File: config.mk
export PLATFORM = sky130hd
export DESIGN_NAME = qspi_flash_ctrl
export DESIGN_NICKNAME = d
export VERILOG_FILES = /design/src/rtl/qspi_flash_pkg.sv /design/src/rtl/qspi_nibble_shifter.sv /design/src/rtl/qspi_flash_ctrl.sv
export SDC_FILE = /design/constraint.sdc
export NUM_CORES = 1
export LEC_CHECK = 0
export BUFFER_PORTS_ARGS = -buffer_cell sky130_fd_sc_hd__buf_2
export CELL_PAD_IN_SITES_DETAIL_PLACEMENT = 1
export CELL_PAD_IN_SITES_GLOBAL_PLACEMENT = 2
export CORE_ASPECT_RATIO = 1.1
export CORE_MARGIN = 5
export CORE_UTILIZATION = 39
export DETAILED_ROUTE_END_ITERATION = 6
export PLACE_DENSITY = 0.79
export SLEW_MARGIN = 20
export SYNTH_ARGS = -nofsm -noshare
export SYNTH_HDL_FRONTEND = slang
export SYNTH_HIERARCHICAL = 1
export SYNTH_SLANG_ARGS = --single-unit
File: constraint.sdc
create_clock -name clk -period 3 [get_ports clk]
set_input_delay 0.3 -clock clk [delete_from_list [all_inputs] [get_ports clk]]
set_output_delay 0.3 -clock clk [all_outputs]
set_load 0.01 [all_outputs]
File: src/rtl/qspi_flash_pkg.sv
// Shared states and protocol constants for the QSPI Quad I/O Fast Read controller.
package qspi_flash_pkg;

  typedef enum logic [2:0] {
    IDLE,
    CMD,
    ADDR,
    MODE,
    DUMMY,
    DATA
  } qspi_state_e;

  localparam logic [7:0] CMD_QUAD_READ = 8'hEB;
  localparam logic [7:0] MODE_CONT     = 8'hA0;
  localparam logic [7:0] MODE_NONE     = 8'hFF;
  localparam int         DUMMY_CYCLES  = 4;
  localparam int         ADDR_NIBBLES  = 6;
  localparam int         CMD_BITS      = 8;
  localparam int         MODE_NIBBLES  = 2;

endpackage

File: src/rtl/qspi_nibble_shifter.sv
// SPI bit-period engine: phase toggle, per-segment period down-counter,
// registered output shifter (1-bit or 4-bit) and input nibble shift register.
module qspi_nibble_shifter
  import qspi_flash_pkg::*;
#(
  parameter int RX_BITS = 32
) (
  input  logic               clk,
  input  logic               rst,
  input  logic               clr,
  input  logic               ld,
  input  logic               ld_lead,
  input  logic               ld_quad,
  input  logic [2:0]         ld_cnt,
  input  logic [23:0]        ld_val,
  input  logic               hold,
  input  logic [3:0]         spi_data_in,
  output logic               spi_clk_out,
  output logic [3:0]         spi_data_out,
  output logic               seg_end,
  output logic [RX_BITS-1:0] rx_word
);

  logic               clk_q, clk_d;
  logic               lead_q, lead_d;
  logic               quad_q, quad_d;
  logic [2:0]         cnt_q, cnt_d;
  logic [23:0]        tx_q, tx_d;
  logic [3:0]         dout_q, dout_d;
  logic [RX_BITS-1:0] rx_q, rx_d;

  assign spi_clk_out  = clk_q;
  assign spi_data_out = dout_q;
  assign seg_end      = clk_q && (cnt_q == 3'd0);
  assign rx_word      = {rx_q[RX_BITS-5:0], spi_data_in};

  always_comb begin
    clk_d  = clk_q;
    lead_d = lead_q;
    quad_d = quad_q;
    cnt_d  = cnt_q;
    tx_d   = tx_q;
    rx_d   = rx_q;
    if (clr) begin
      clk_d  = 1'b0;
      lead_d = 1'b0;
      quad_d = 1'b0;
      cnt_d  = '0;
      tx_d   = '0;
    end else begin
      if (clk_q) begin
        // Edge ending phase B: capture the nibble and move to the next period.
        clk_d = 1'b0;
        rx_d  = rx_word;
        if (cnt_q != 3'd0) begin
          cnt_d = cnt_q - 3'd1;
          tx_d  = quad_q ? {tx_q[19:0], 4'h0} : {tx_q[22:0], 1'b0};
        end
      end else if (lead_q) begin
        lead_d = 1'b0;
      end else if (!hold) begin
        clk_d = 1'b1;
      end
      if (ld) begin
        clk_d  = 1'b0;
        lead_d = ld_lead;
        quad_d = ld_quad;
        cnt_d  = ld_cnt;
        tx_d   = ld_val;
      end
    end
    dout_d = quad_d ? tx_d[23:20] : {3'b000, tx_d[23]};
  end

  always_ff @(posedge clk or posedge rst) begin
    if (rst) begin
      clk_q  <= 1'b0;
      lead_q <= 1'b0;
      quad_q <= 1'b0;
      cnt_q  <= '0;
      tx_q   <= '0;
      dout_q <= '0;
      rx_q   <= '0;
    end else begin
      clk_q  <= clk_d;
      lead_q <= lead_d;
      quad_q <= quad_d;
      cnt_q  <= cnt_d;
      tx_q   <= tx_d;
      dout_q <= dout_d;
      rx_q   <= rx_d;
    end
  end

endmodule

File: src/rtl/qspi_flash_ctrl.sv
// Read-only QSPI NOR controller (Quad I/O Fast Read 0xEB, streaming words).
// QSPI_CONT_READ_EN enables continuous-read mode (mode byte 0xA0, CMD skipped after the first read).
//   state | meaning
//   IDLE  | deselected, waiting for start_read
//   CMD   | 0xEB on IO0, 8 periods
//   ADDR  | 24-bit address, 6 quad periods
//   MODE  | mode byte, 2 quad periods
//   DUMMY | 4 periods, bus released
//   DATA  | 2*DATA_WIDTH_BYTES nibbles per word, repeating
module qspi_flash_ctrl
  import qspi_flash_pkg::*;
#(
  parameter int DATA_WIDTH_BYTES = 4,
  parameter int ADDR_BITS        = 24
) (
  input  logic                          clk,
  input  logic                          rst,
  input  logic [3:0]                    spi_data_in,
  output logic [3:0]                    spi_data_out,
  output logic [3:0]                    spi_data_oe,
  output logic                          spi_select,
  output logic                          spi_clk_out,
  input  logic [ADDR_BITS-1:0]          addr_in,
  input  logic                          start_read,
  input  logic                          stall_read,
  input  logic                          stop_read,
  output logic [8*DATA_WIDTH_BYTES-1:0] data_out,
  output logic                          data_ready,
  output logic                          busy
);

  localparam int         WB       = 8 * DATA_WIDTH_BYTES;
  localparam logic [2:0] CMD_CNT  = 3'(CMD_BITS - 1);
  localparam logic [2:0] ADDR_CNT = 3'(ADDR_NIBBLES - 1);
  localparam logic [2:0] MODE_CNT = 3'(MODE_NIBBLES - 1);
  localparam logic [2:0] DUM_CNT  = 3'(DUMMY_CYCLES - 1);
  localparam logic [2:0] DATA_CNT = 3'(2 * DATA_WIDTH_BYTES - 1);

  qspi_state_e   state_q, state_d;
  logic [23:0]   addr_q, addr_d, addr24;
  logic [WB-1:0] data_out_q, data_out_d, word_swapped, rx_word;
  logic          data_ready_q, data_ready_d;
  logic          select_q, select_d;
  logic [3:0]    oe_q, oe_d;
  logic          clr, ld, ld_lead, ld_quad, hold, seg_end;
  logic [2:0]    ld_cnt;
  logic [23:0]   ld_val;
  logic          cont_q;

`ifdef QSPI_CONT_READ_EN
  localparam logic [7:0] MODE_BYTE = MODE_CONT;
  logic cont_d;
  always_ff @(posedge clk or posedge rst) begin
    if (rst) cont_q <= 1'b0;
    else     cont_q <= cont_d;
  end
`else
  localparam logic [7:0] MODE_BYTE = MODE_NONE;
  assign cont_q = 1'b0;
`endif

  assign addr24       = 24'(addr_in);
  assign hold         = data_ready_q && stall_read;
  assign data_out     = data_out_q;
  assign data_ready   = data_ready_q;
  assign spi_select   = select_q;
  assign spi_data_oe  = oe_q;
  assign busy         = ~select_q;

  // Bytes arrive first-byte-first in rx_word; the first byte belongs in the low lane.
  always_comb begin
    word_swapped = '0;
    for (int k = 0; k < DATA_WIDTH_BYTES; k++) begin
      word_swapped[8*k +: 8] = rx_word[8*(DATA_WIDTH_BYTES-1-k) +: 8];
    end
  end

  always_comb begin
    state_d      = state_q;
    addr_d       = addr_q;
    data_out_d   = data_out_q;
    data_ready_d = data_ready_q && stall_read;
    clr          = 1'b0;
    ld           = 1'b0;
    ld_lead      = 1'b0;
    ld_quad      = 1'b0;
    ld_cnt       = '0;
    ld_val       = '0;
`ifdef QSPI_CONT_READ_EN
    cont_d       = cont_q;
`endif
    if (state_q == IDLE) begin
      clr          = 1'b1;
      data_ready_d = 1'b0;
      if (start_read && !stop_read) begin
        clr     = 1'b0;
        ld      = 1'b1;
        ld_lead = 1'b1;
        addr_d  = addr24;
        if (cont_q) begin
          state_d = ADDR;
          ld_quad = 1'b1;
          ld_cnt  = ADDR_CNT;
          ld_val  = addr24;
        end else begin
          state_d = CMD;
          ld_cnt  = CMD_CNT;
          ld_val  = {CMD_QUAD_READ, 16'h0000};
        end
      end
    end else if (stop_read) begin
      state_d      = IDLE;
      clr          = 1'b1;
      data_ready_d = 1'b0;
    end else if (seg_end) begin
      ld = 1'b1;
      case (state_q)
        CMD: begin
          state_d = ADDR;
          ld_quad = 1'b1;
          ld_cnt  = ADDR_CNT;
          ld_val  = addr_q;
        end
        ADDR: begin
          state_d = MODE;
          ld_quad = 1'b1;
          ld_cnt  = MODE_CNT;
          ld_val  = {MODE_BYTE, 16'h0000};
        end
        MODE: begin
          state_d = DUMMY;
          ld_cnt  = DUM_CNT;
`ifdef QSPI_CONT_READ_EN
          cont_d  = 1'b1;
`endif
        end
        DUMMY, DATA: begin
          state_d = DATA;
          ld_cnt  = DATA_CNT;
          if (state_q == DATA) begin
            data_out_d   = word_swapped;
            data_ready_d = 1'b1;
          end
        end
        default: begin
          state_d = IDLE;
          ld      = 1'b0;
          clr     = 1'b1;
        end
      endcase
    end
  end

  always_comb begin
    select_d = (state_d == IDLE);
    case (state_d)
      CMD:        oe_d = 4'b0001;
      ADDR, MODE: oe_d = 4'b1111;
      default:    oe_d = 4'b0000;
    endcase
  end

  qspi_nibble_shifter #(.RX_BITS(WB)) u_shifter (
    .clk          (clk),
    .rst          (rst),
    .clr          (clr),
    .ld           (ld),
    .ld_lead      (ld_lead),
    .ld_quad      (ld_quad),
    .ld_cnt       (ld_cnt),
    .ld_val       (ld_val),
    .hold         (hold),
    .spi_data_in  (spi_data_in),
    .spi_clk_out  (spi_clk_out),
    .spi_data_out (spi_data_out),
    .seg_end      (seg_end),
    .rx_word      (rx_word)
  );

  always_ff @(posedge clk or posedge rst) begin
    if (rst) begin
      state_q      <= IDLE;
      addr_q       <= '0;
      data_out_q   <= '0;
      data_ready_q <= 1'b0;
      select_q     <= 1'b1;
      oe_q         <= '0;
    end else begin
      state_q      <= state_d;
      addr_q       <= addr_d;
      data_out_q   <= data_out_d;
      data_ready_q <= data_ready_d;
      select_q     <= select_d;
      oe_q         <= oe_d;
    end
  end

endmodule

# Word-level counts from Yosys, hierarchy flattened
# Cells that the tools add are included.
dict set report word_totals {
  ff_bits 127
  input_bits 33
  out_inout_bits 44
}
dict set report op_classes {
  n_addsub 1
  eq_ne 9
  mux 56
  n_bitwise 4
  reduce_logical 18
}
# cell count
set ops {}
lappend ops {{$mux 24} 9}
lappend ops {{$pmux 24 s2} 1}
lappend ops {{$mux 3} 12}
lappend ops {{$mux 1} 30}
lappend ops {{$pmux 3 s4} 2}
lappend ops {{$eq 3x2->1 const B} 4}
lappend ops {{$logic_not 3->1} 3}
lappend ops {{$reduce_bool 3->1} 3}
lappend ops {{$pmux 4 s2} 1}
lappend ops {{$eq 3x1->1 const B} 2}
lappend ops {{$eq 3x3->1 const B} 2}
lappend ops {{$reduce_and 2->1} 3}
lappend ops {{$reduce_or 2->1} 3}
lappend ops {{$reduce_and 5->1} 1}
lappend ops {{$reduce_or 5->1} 1}
lappend ops {{$mux 4} 1}
lappend ops {{$not 1->1} 4}
lappend ops {{$logic_and 1x1->1} 3}
lappend ops {{$ne 3x3->1 const B} 1}
lappend ops {{$sub 3x1->3 const B} 1}
lappend ops {{$logic_not 1->1} 1}

# Depth between registers and ports, before layout
# Gate-level depths: netlist of run 1.
dict set report logic_depth {
  ltp_word 9
  depth_mapped 13
  mapped_depth_nobuf 10
}

# By module
# Netlist of run 1, hierarchy kept.
# module n_inst cells_each area_each_um2 seq_area_each_um2
set by_module_without_submodules {}
lappend by_module_without_submodules {qspi_nibble_shifter 1 267 3047.9 1551.5}
lappend by_module_without_submodules {qspi_flash_ctrl 1 214 2803.9 1577.8}

# Worst setup path after synthesis of run 1
# Ideal clock, no wire load.
dict set report synth_timing {
  path_kind {flip-flop to flip-flop}
  from {register u_shifter.cnt_q[0]}
  to {register u_shifter.rx_q[0]}
  setup_ns 0.125
  t_arrival_ns 2.549
  required_ns 2.875
  path_slack_ns 0.326
  path_stages_with_launch 13
  path_buffers 3
  period_less_slack_ns 2.674
  cell_sequence {dfrtp_1 -> inv_1 -> ha_1 -> nand2b_4 -> buf_4 -> nor2_1 -> clkbuf_1 -> nand2_1 -> o221ai_1 -> inv_1 -> nand2_2 -> buf_4 -> mux2_2}
}
dict set report synth_via {
  elab_chain_len 7
}
# element line
set synth_lines {}
lappend synth_lines {{start, declared} qspi_nibble_shifter.sv:27} ;# logic [2:0] cnt_q, cnt_d;
lappend synth_lines {{start signal, assigned} qspi_nibble_shifter.sv:88} ;# cnt_q <= cnt_d;
lappend synth_lines {{$logic_not 3->1} qspi_nibble_shifter.sv:34} ;# assign seg_end = clk_q && (cnt_q == 3'd0);
lappend synth_lines {{$logic_and 1x1->1} qspi_nibble_shifter.sv:34}
lappend synth_lines {{net seg_end} qspi_flash_ctrl.sv:45} ;# logic clr, ld, ld_lead, ld_quad, hold, seg_end;
lappend synth_lines {{$mux 1} qspi_flash_ctrl.sv:115} ;# end else if (seg_end) begin
lappend synth_lines {{$mux 1} qspi_flash_ctrl.sv:111} ;# end else if (stop_read) begin
lappend synth_lines {{$mux 1} qspi_flash_ctrl.sv:92} ;# if (state_q == IDLE) begin
lappend synth_lines {{net clr} qspi_flash_ctrl.sv:45}
lappend synth_lines {{$not 1->1 (no source line)} --}
lappend synth_lines {{$reduce_and 2->1 (no source line)} --}
lappend synth_lines {{end signal, assigned} qspi_nibble_shifter.sv:91} ;# rx_q <= rx_d;
lappend synth_lines {{end, declared} qspi_nibble_shifter.sv:30} ;# logic [RX_BITS-1:0] rx_q, rx_d;
# The timed path passes the listed nets, and every way through them passes these cells.
# A chain may end at the register's enable or synchronous reset.

# Final worst setup path of run 1
dict set report layout_timing {
  from {register u_shifter.cnt_q[0]}
  to {register u_shifter.tx_q[1]}
}
dict set report layout_via {
  elab_chain_len 7
  elab_cells_between_ends 17
}
# element line
set layout_lines {}
lappend layout_lines {{$logic_not 3->1 (*)} qspi_nibble_shifter.sv:34}
lappend layout_lines {{$logic_and 1x1->1 (*)} qspi_nibble_shifter.sv:34}
lappend layout_lines {{net seg_end} qspi_flash_ctrl.sv:45}
lappend layout_lines {{$mux 1 (*)} qspi_flash_ctrl.sv:115}
lappend layout_lines {{$mux 1 (*)} qspi_flash_ctrl.sv:111}
lappend layout_lines {{$mux 1 (*)} qspi_flash_ctrl.sv:92}
lappend layout_lines {{net ld} qspi_flash_ctrl.sv:45}
lappend layout_lines {{$reduce_bool 3->1 (no source line) / $mux 24 (equally long branches)} --}
lappend layout_lines {{$reduce_and 2->1 (no source line) / $mux 24 (equally long branches)} --}
lappend layout_lines {{end signal, assigned} qspi_nibble_shifter.sv:89} ;# tx_q <= tx_d;
lappend layout_lines {{end, declared} qspi_nibble_shifter.sv:28} ;# logic [23:0] tx_q, tx_d;
# The timed path passes the listed nets; every way through them passes the cells marked *.

==> results of run 1 <==
[state kept, by name (all words and copies together) (netlist names)]
name                    count
addr_q                     24
data_out                   32
data_ready                  1
spi_data_oe                 2
spi_select                  1
state_q                     3
u_shifter/cnt_q             3
u_shifter/lead_q            1
u_shifter/quad_q            1
u_shifter/rx_q             28
u_shifter/spi_clk_out       1
u_shifter/spi_data_out      4
u_shifter/tx_q             24
[layer usage]
layer  vias to the layer above  track usage  share of wire
met5                         -            0              0
met4                         0       0.0542          0.015
met3                        20       0.0610          0.051
met2                        62        0.278           0.52
met1                      2051        0.187           0.42
li1                       1836            -              -
[Yosys cell counts, types with 5 or more instances]
library cell and instances:
mux2i_1 22, dfrtp_1 124, buf_2 10, inv_1 18, o21ai_0 6, and2_1 17, buf_4 12, nor2_1 13
nand2_1 32, mux2_2 84, clkbuf_1 6, a21oi_1 32, a211o_1 16, a211oi_1 6, a21oi_2 11, buf_6 8
nor2b_1 5
[metrics by stage]
step | total power, mW | instance area, um2 | cells
3_3_place_gp | 2.85 | 6350 | 730
4_1_cts | 5.05 | 6980 | 763
5_1_grt | 5.23 | 6980 | 763
6_report | 4.98 | 6980 | 763
2_1_floorplan | 2.68 | 5850 | 481
3_5_place_dp | 2.89 | 6350 | 730
[worst paths after layout]
kind | start | to | cells after the start
setup / recovery | u_shifter/cnt_q[0]$_DFFE_PP0P_ | u_shifter/tx_q[1]$_DFFE_PP0P_ | 11
hold / removal | addr_in[7] | addr_q[7]$_DFFE_PP0P_ | 2
setup reg to reg | u_shifter/cnt_q[0]$_DFFE_PP0P_ | u_shifter/tx_q[1]$_DFFE_PP0P_ | 11
hold reg to reg | u_shifter/lead_q$_DFFE_PP0P_ | u_shifter/spi_clk_out$_DFF_PP0_ | 1
max in group asynchronous | rst | spi_select$_DFF_PP1_ | 4
min in group asynchronous | rst | u_shifter/rx_q[6]$_DFFE_PP0P_ | 3
[repair_timing]
action / in CTS / in global routing
resized for setup: 0 / 0
endpoints found under the hold margin: 3 / 0
hold buffers: 1 / 0
[logic make-up (layout without fill, tap and decap cells)]
kind of cell	count (synthesis)	in the layout	share of synthesized area
flops	125	125	0.535
mux	108	108	0.203
compound gates	95	95	0.114
simple gates	90	90	0.0825
buf+inv	58	144	0.0573
xor+xnor	3	3	0.00449
fa+ha+maj	2	2	0.00428
[critical path: stages (launching register included)]
cell and delay [ps]:
dfrtp_1 390, inv_1 90, ha_1 240, nand2b_4 60
nor2_1 140, buf_4 180, o211ai_1 130, a31oi_2 410
nor2b_1 450, buf_4 220, a22oi_1 80, o21ai_0 170
[power by group through the flow]
stage / clock network [mW] / logic (mW) / registers, mW
after CTS: 2.18 / 0.712 / 2.16
after global routing: 2.27 / 0.776 / 2.19
after detailed placement: 0 / 0.705 / 2.18
final: 2.13 / 0.699 / 2.15
after floorplan: 0 / 0.573 / 2.10
after global placement: 0 / 0.681 / 2.17
[cell type report]
class                           count  area [um2]  share of cell area
Tap cell                          196         245              0.0351
Sequential cell                   125        3130               0.448
Timing Repair Buffer               92         515              0.0739
Clock buffer                       22         484              0.0694
Multi-Input combinational cell    298        2390               0.343
Inverter                           20        75.1              0.0108
Clock inverter                     10         135              0.0194
==> impl_metrics.csv, run 1 <==
group,metric,value,unit
outcome,run_status,"finished, final reports clean",
setup_path,startpoint_type,"flop",
sta,fmaxAchievable,378,MHz
logic_synthesis,synth.area.top_cells,"dfrtp_1 (53%), mux2_2 (16%), mux2i_1 (3.8%)",
floorplan,dieHeight,138,um
power_and_ir_drop,vdd_drop_max,0.344,mV
clock_network,cts-root-to-sink-buffers,2,
floorplan,boundaryPins,77,
logic_synthesis,synth_largest_type_area_fraction,0.530,
floorplan,floorplan.die_area,0.0176,mm2
setup_path,critical_path_arrival,2970,ps
clock_network,clkTransAtPathRegs,60,ps
power_and_ir_drop,seq_power_share,0.431,
routing,drc_errors,0,
global_route,grt_start_max_net_pins,45,
clock_network,post-cts-setup-buffers,0,
global_route,grt_pass1_wl,22800,um
logic_synthesis,synth.yosys.seq_area_share,0.535,
setup_path,crit_type,"flop to flop",
power_and_ir_drop,net-switching-power,1.27,mW
sta,tightestPinTransition,940,ps
clock_network,cts-root-buf,"clkbuf_16",
floorplan,placement_rows,47,
routing,drt-pass1-iter-count,5,
sta,finalWorstSetupSlack,357,ps
finish,fillerInstances,1601,
routing,drt-vias-per-instance,5.20,
routing,routedWlPerCell,17.7,um
setup_path,worst-path-max-fanout,10,
routing,vias,3969,
power_and_ir_drop,netSwitchingFraction,0.256,
floorplan,area_of_the_placeable_core,0.0149,mm2
logic_synthesis,yosys.cell_types.count,57,
power_and_ir_drop,combinationalPowerShare,0.140,
logic_synthesis,syn-num-nets,516,
setup_path,timing.critical_path.required,3330,ps
logic_synthesis,synthesized_area_per_cell,12.2,um2
floorplan,initial_core_util,0.393,
power_and_ir_drop,p_int,3.70,mW
sta,hold-worst-slack,115,ps
logic_synthesis,yosysWarningCount,6,
sta,hold_viol,0,
logic_synthesis,async_flop_share,1.00,
setup_path,sort_of_element_at_the_end_of_the_critical_path,"flop",
routing,detailed_route_iter0_violations,189,
finish,finalNetCount,589,
finish,diodes,0,
setup_path,reg2reg_setup_slack,360,ps
place,numPortBuffers,76,
logic_synthesis,synth_area,0.00585,mm2
finish,most-common-layout-cells,"dfrtp_1 (124), mux2_2 (84), buf_2 (76)",
place,detailedPlace.worstSlack,370,ps
routing,ant_nets,0,
finish,layout.core_utilization,0.469,
power_and_ir_drop,power.share.clock,0.428,
logic_synthesis,ys_seq_elements,125,
sta,setup_viol,0,
global_route,grt_remaining_overflow,0,
logic_synthesis,count_of_flip_flops_with_a_built_in_enable_after_synthesis,0,
logic_synthesis,synth_ff_type,"dfrtp_1",
run,drv.max_cap_violation_count,0,
clock_network,tritoncts.num_buffers,17,
clock_network,worstSkewPairLatency,420,ps
sta,headroom_to_the_max_slew_limit,0.373,
clock_network,ctsHtreeMaxLevel,4,
sta,timing.final.crit_period,2640,ps
power_and_ir_drop,static_leakage,3.28,nW
place,hpwl,9190,um
logic_synthesis,yosys.area.top_type,"dfrtp_1",
global_route,groute.usage.overall,0.163,
power_and_ir_drop,cellPowerDensity,713,mW/mm2
sta,clock_skew,6.51,ps
sta,rsz0062_at_grt,"false",
hold_path,holdCritPathClass,"primary input to flop",
finish,syn2layout_area_growth,19.2,%
place,finalWeightedCongestion,0.801,
sta,tns,0,ps
clock_network,clock_sink_count,125,
floorplan,floorplan.die.width,127,um
global_route,first_global_vias,4385,
sta,drv_slew,0,
logic_synthesis,synthesized_netlist_cell_count,481,
routing,wl,13500,um
finish,commonest_non_fill_non_tap_cell_in_the_layout,"dfrtp_1",
clock_network,cts_tree,"done",
sta,timing.final.crit_share,0.881,
finish,drive_gt1_frac,0.414,
global_route,grt_antenna_before_repair,0,
Note: power is estimated with default switching activity, not from simulation.
==> inputs of run 2 (changes only) <==
--- a/config.mk
+++ b/config.mk
@@ -12,6 +12,8 @@
 export CORE_MARGIN = 5
 export CORE_UTILIZATION = 39
 export DETAILED_ROUTE_END_ITERATION = 6
+export GPL_ROUTABILITY_DRIVEN = 0
+export MAX_ROUTING_LAYER = met4
 export PLACE_DENSITY = 0.79
 export SLEW_MARGIN = 20
 export SYNTH_ARGS = -nofsm -noshare
==> run 2 against run 1 <==
  * Setup slack better by 7.1 ps
  * Non-clock buffer count stayed put
  * Cell area stayed put
  * Largest cell class unchanged
  * Highest routed layer unchanged
==> impl_metrics.csv, run 2 (synthesis results as in run 1) <==
group,metric,value,unit
global_route,grt_remaining_overflow,0,
floorplan,placement_rows,47,
global_route,grt_start_max_net_pins,45,
sta,hold_viol,0,
setup_path,sort_of_element_at_the_end_of_the_critical_path,"flop",
power_and_ir_drop,total_power,4.98,mW
sta,fmaxAchievable,379,MHz
global_route,grt_busiest_layer,"met2",
outcome,run_status,"finished, final reports clean",
routing,vias,3960,
setup_path,timing.critical_path.required,3330,ps
finish,syn2layout_area_growth,19.2,%
finish,largest_register_ffs,32,
place,hpwl,9190,um
sta,clock_skew,6.67,ps
floorplan,boundaryPins,77,
routing,drt-vias-per-instance,5.19,
finish,finalNetCount,589,
routing,wl,13500,um
setup_path,worst-path-max-fanout,10,
floorplan,area_of_the_placeable_core,0.0149,mm2
place,numPortBuffers,76,
global_route,grtUsageMet1,0.189,
sta,tightestPinTransition,940,ps
sta,timing.final.crit_period,2640,ps
sta,setup_viol,0,
finish,fillerInstances,1601,
finish,commonest_non_fill_non_tap_cell_in_the_layout,"dfrtp_1",
run,drv.max_cap_violation_count,0,
clock_network,clkTransAtPathRegs,60,ps
finish,layout.core_utilization,0.469,
setup_path,crit_type,"flop to flop",
sta,rsz0062_at_grt,"false",
floorplan,floorplan.die_area,0.0176,mm2
routing,drc_errors,0,
clock_network,ctsHtreeMaxLevel,4,
routing,routedWlPerCell,17.7,um
sta,drv_slew,0,
finish,layout.area.seq,0.00313,mm2
finish,multi_input_area,0.00239,mm2
power_and_ir_drop,cellPowerDensity,713,mW/mm2
global_route,global_route.usage.met2,0.278,
sta,tns,0,ps
global_route,groute.usage.overall,0.168,
power_and_ir_drop,vdd_drop_max,0.345,mV
clock_network,cts-root-buf,"clkbuf_16",
floorplan,floorplan.die.width,127,um
clock_network,cts-root-to-sink-buffers,2,
routing,ant_nets,0,
global_route,first_global_vias,4408,
sta,timing.final.crit_share,0.879,
power_and_ir_drop,static_leakage,3.28,nW
setup_path,startpoint_type,"flop",
finish,diodes,0,
global_route,grt_util_met3,0.0590,
clock_network,tritoncts.num_buffers,17,
floorplan,initial_core_util,0.393,
clock_network,post-cts-setup-buffers,0,
clock_network,cts_tree,"done",
clock_network,worstSkewPairLatency,420,ps
global_route,grt_antenna_before_repair,0,
finish,drive_gt1_frac,0.414,
routing,drt-pass1-iter-count,5,
finish,most-common-layout-cells,"dfrtp_1 (124), mux2_2 (84), buf_2 (76)",
setup_path,critical_path_arrival,2960,ps
sta,headroom_to_the_max_slew_limit,0.372,
clock_network,ctsResizeCount,0,
hold_path,holdCritPathClass,"primary input to flop",
routing,detailed_route_iter0_violations,200,
clock_network,clock_sink_count,125,
floorplan,dieHeight,138,um
global_route,grt_pass1_wl,22800,um
-- run 2: cell counts in the layout (fill, tap and decap cells not counted) --
No cell type changed its count.
-- run 2: timing repair --
action / 4_1_cts / 5_1_grt
hold endpoints to repair: 3 / 0
hold buffers: 1 / 0
endpoints found under the setup margin: 0 / 0
-- run 2: layout make-up --
| type | instances | share of cell area |
|---|---|---|
| Clock buffer | 22 | 0.0694 |
| Clock inverter | 10 | 0.0194 |
| Inverter | 20 | 0.0108 |
| Multi-Input combinational cell | 298 | 0.343 |
| Sequential cell | 125 | 0.448 |
| Tap cell | 196 | 0.0351 |
| Timing Repair Buffer | 92 | 0.0739 |
-- run 2: power by group --
part | total (mW) | switching [mW] | internal [mW]
sequential | 2.15 | 0.184 | 1.96
combinational | 0.699 | 0.350 | 0.349
clock | 2.13 | 0.739 | 1.39
-- run 2: final timing paths --
kind | from | endpoint | slack, ps | depth (start not counted)
max | u_shifter/cnt_q[0]$_DFFE_PP0P_ | u_shifter/tx_q[1]$_DFFE_PP0P_ | 360 | 11
min | addr_in[7] | addr_q[7]$_DFFE_PP0P_ | 110 | 2
max reg2reg | u_shifter/cnt_q[0]$_DFFE_PP0P_ | u_shifter/tx_q[1]$_DFFE_PP0P_ | 360 | 11
min reg2reg | u_shifter/lead_q$_DFFE_PP0P_ | u_shifter/spi_clk_out$_DFF_PP0_ | 420 | 1
max in group asynchronous | rst | u_shifter/tx_q[23]$_DFF_PP0_ | 1530 | 4
min in group asynchronous | rst | u_shifter/rx_q[2]$_DFFE_PP0P_ | 550 | 3
-- run 2: per-stage QoR --
step / setup WS (ps) / std cells / instance area (um2) / hold slack, ps
after floorplan: 326 / 481 / 5850 / 403
after global routing: 140 / 763 / 6980 / 97.5
after detailed placement: 370 / 730 / 6350 / 424
final: 364 / 763 / 6980 / 114
after CTS: 344 / 763 / 6980 / 93.7
after global placement: 491 / 730 / 6350 / 420
-- run 2: per-layer routing --
| layer | share of wire | wire length [um] |
|---|---|---|
| met5 | 0 | 0 |
| met4 | 0.014 | 192 |
| met3 | 0.048 | 649 |
| met2 | 0.52 | 7050 |
| met1 | 0.42 | 5640 |
-- run 2: worst max-delay path, stage by stage (launching register included) --
cell and delay (ps):
dfrtp_1 390, inv_1 90, ha_1 240, nand2b_4 60, nor2_1 140, buf_4 180, o211ai_1 130, a31oi_2 410
nor2b_1 440, buf_4 210, a22oi_1 80, o21ai_0 180
==> inputs of run 3 (changes only) <==
--- a/config.mk
+++ b/config.mk
@@ -15,6 +15,7 @@
 export GPL_ROUTABILITY_DRIVEN = 0
 export MAX_ROUTING_LAYER = met4
 export PLACE_DENSITY = 0.79
+export RECOVER_POWER = 50
 export SLEW_MARGIN = 20
 export SYNTH_ARGS = -nofsm -noshare
 export SYNTH_HDL_FRONTEND = slang
==> run 3 against run 2 <==
  * The flow now finishes with violations (capacitance limit, slew limit)
  * Global-route usage is the same
  * Setup slack gained 5.1 ps
  * Die area is the same
  * Via count shrank 0.20%
  * Count of clock-buffer cells in the layout is the same
  * Maximum frequency grew 0.19%
  * Non-clock buffer count is the same
  * First-iteration DRC count grew 2.5%
  * Combinational power shrank 1%
  * Critical path depth is the same
  * Clock skew shrank 0.76 ps
  * Critical endpoint unchanged
==> impl_metrics.csv, run 3 (synthesis results as in run 1) <==
group,metric,value,unit
setup_path,reg2reg_setup_slack,370,ps
clock_network,worstSkewPairLatency,410,ps
clock_network,clkTransAtPathRegs,60,ps
setup_path,r2r_path_end,"u_shifter/tx_q[1]$_DFFE_PP0P_",
global_route,grt_antenna_before_repair,0,
finish,syn2layout_area_growth,18.0,%
sta,drv_slew,45,
clock_network,clock_sink_count,125,
outcome,run_status,"finished with violations",
clock_network,ctsHtreeMaxLevel,4,
setup_path,sort_of_element_at_the_end_of_the_critical_path,"flop",
sta,timing.final.crit_period,2630,ps
sta,hold_viol,0,
finish,layout.core_utilization,0.464,
sta,headroom_to_the_max_slew_limit,-0.135,
hold_path,holdCritPathClass,"primary input to flop",
setup_path,timing.critical_path.required,3320,ps
floorplan,area_of_the_placeable_core,0.0149,mm2
clock_network,cts-root-to-sink-buffers,2,
floorplan,floorplan.die.width,127,um
clock_network,post-cts-setup-buffers,0,
floorplan,boundaryPins,77,
sta,timing.final.crit_share,0.877,
place,detailedPlace.worstSlack,370,ps
power_and_ir_drop,cellPowerDensity,719,mW/mm2
finish,finalNetCount,589,
sta,finalWorstSetupSlack,369,ps
place,hpwl,9190,um
hold_path,worstHoldEndpoint,"addr_q[7]$_DFFE_PP0P_",
sta,rsz0062_at_grt,"false",
routing,ant_nets,0,
routing,drc_errors,0,
sta,fmaxAchievable,380,MHz
sta,clock_skew,5.90,ps
finish,postLayoutCellArea,0.00691,mm2
finish,largest_register_ffs,32,
power_and_ir_drop,total_power,4.97,mW
setup_path,reg2regPathDepth,11,
routing,wl,13500,um
setup_path,critical_path_arrival,2960,ps
global_route,first_global_vias,4408,
finish,diodes,0,
hold_path,worstHoldPathCells,2,
clock_network,cts_tree,"done",
clock_network,tritoncts.num_buffers,17,
finish,final_cells,763,
hold_path,hold_path_startpoint,"addr_in[7]",
finish,fillerInstances,1633,
run,drv.max_cap_violation_count,1,
floorplan,dieHeight,138,um
place,numPortBuffers,76,
clock_network,ctsResizeCount,0,
place,place_inst,730,
finish,most-common-layout-cells,"dfrtp_1 (124), mux2_2 (84), clkbuf_1 (47)",
setup_path,worst-path-max-fanout,10,
place,detailed_place.area,0.00635,mm2
routing,drt-pass1-iter-count,5,
finish,commonest_non_fill_non_tap_cell_in_the_layout,"dfrtp_1",
routing,drt-vias-per-instance,5.18,
setup_path,crit_type,"flop to flop",
sta,setup_viol,0,
routing,detailed_route_iter0_violations,205,
sta,tightestPinTransition,1700,ps
global_route,grt_pass1_wl,22800,um
floorplan,placement_rows,47,
setup_path,startpoint_type,"flop",
routing,vias,3952,
sta,hold-worst-slack,114,ps
outcome,failed_checks,"capacitance limit, slew limit",
setup_path,worstReg2RegStart,"u_shifter/cnt_q[0]$_DFFE_PP0P_",
clock_network,cts-root-buf,"clkbuf_16",
routing,routedWlPerCell,17.7,um
global_route,groute.usage.overall,0.168,
floorplan,floorplan.die_area,0.0176,mm2
finish,drive_gt1_frac,0.330,
global_route,grt_start_max_net_pins,45,
floorplan,initial_core_util,0.393,
power_and_ir_drop,vdd_drop_max,0.345,mV
power_and_ir_drop,static_leakage,3.09,nW
global_route,grt_remaining_overflow,0,
sta,tns,0,ps
==> run 3: power by group <==
group	switching (mW)	internal, mW	leakage (nW)
Combinational	0.348	0.342	1.13
Sequential	0.183	1.96	1.65
Clock	0.737	1.39	0.306
Total	1.27	3.70	3.09
==> run 3: cell type report <==
| class | count | area [um2] | share of cell area |
|---|---|---|---|
| Sequential cell | 125 | 3130 | 0.453 |
| Multi-Input combinational cell | 298 | 2390 | 0.346 |
| Clock buffer | 22 | 484 | 0.0701 |
| Timing Repair Buffer | 92 | 450 | 0.0652 |
| Tap cell | 196 | 245 | 0.0355 |
| Clock inverter | 10 | 135 | 0.0196 |
| Inverter | 20 | 75.1 | 0.0109 |
==> run 3: how the worst max path moves through the flow <==
stage / depth (start not counted) / end / startpoint
2_1_floorplan: 12 / u_shifter/rx_q[0]$_DFFE_PP0P_ / u_shifter/cnt_q[0]$_DFFE_PP0P_
3_3_place_gp: 11 / u_shifter/tx_q[2]$_DFFE_PP0P_ / u_shifter/cnt_q[0]$_DFFE_PP0P_
3_5_place_dp: 11 / u_shifter/tx_q[1]$_DFFE_PP0P_ / u_shifter/cnt_q[0]$_DFFE_PP0P_
4_1_cts: 11 / u_shifter/tx_q[1]$_DFFE_PP0P_ / u_shifter/cnt_q[0]$_DFFE_PP0P_
5_1_grt: 11 / u_shifter/tx_q[2]$_DFFE_PP0P_ / u_shifter/cnt_q[0]$_DFFE_PP0P_
6_report: 11 / u_shifter/tx_q[1]$_DFFE_PP0P_ / u_shifter/cnt_q[0]$_DFFE_PP0P_
==> run 3: repair_timing <==
action                                 4_1_cts  5_1_grt
hold buffers                                 1        0
endpoints found under the hold margin        3        0
setup endpoints to repair                    0        0
==> run 3: per-layer routing <==
metal / share of wire / vias up / global-route usage / wire (um)
li1: - / 1833 / - / -
met1: 0.41 / 2037 / 0.189 / 5580
met2: 0.52 / 68 / 0.278 / 7060
met3: 0.051 / 14 / 0.0590 / 683
met4: 0.012 / 0 / 0.0542 / 160
met5: 0 / - / - / 0
==> run 3: critical path, cell delays in order (launching register included) <==
cell	delay, ps
dfrtp_1	390
inv_1	90
ha_1	210
nand2b_2	70
nor2_1	140
buf_4	180
o211ai_1	130
a31oi_2	410
nor2b_1	440
buf_4	220
a22oi_1	80
o21ai_0	170
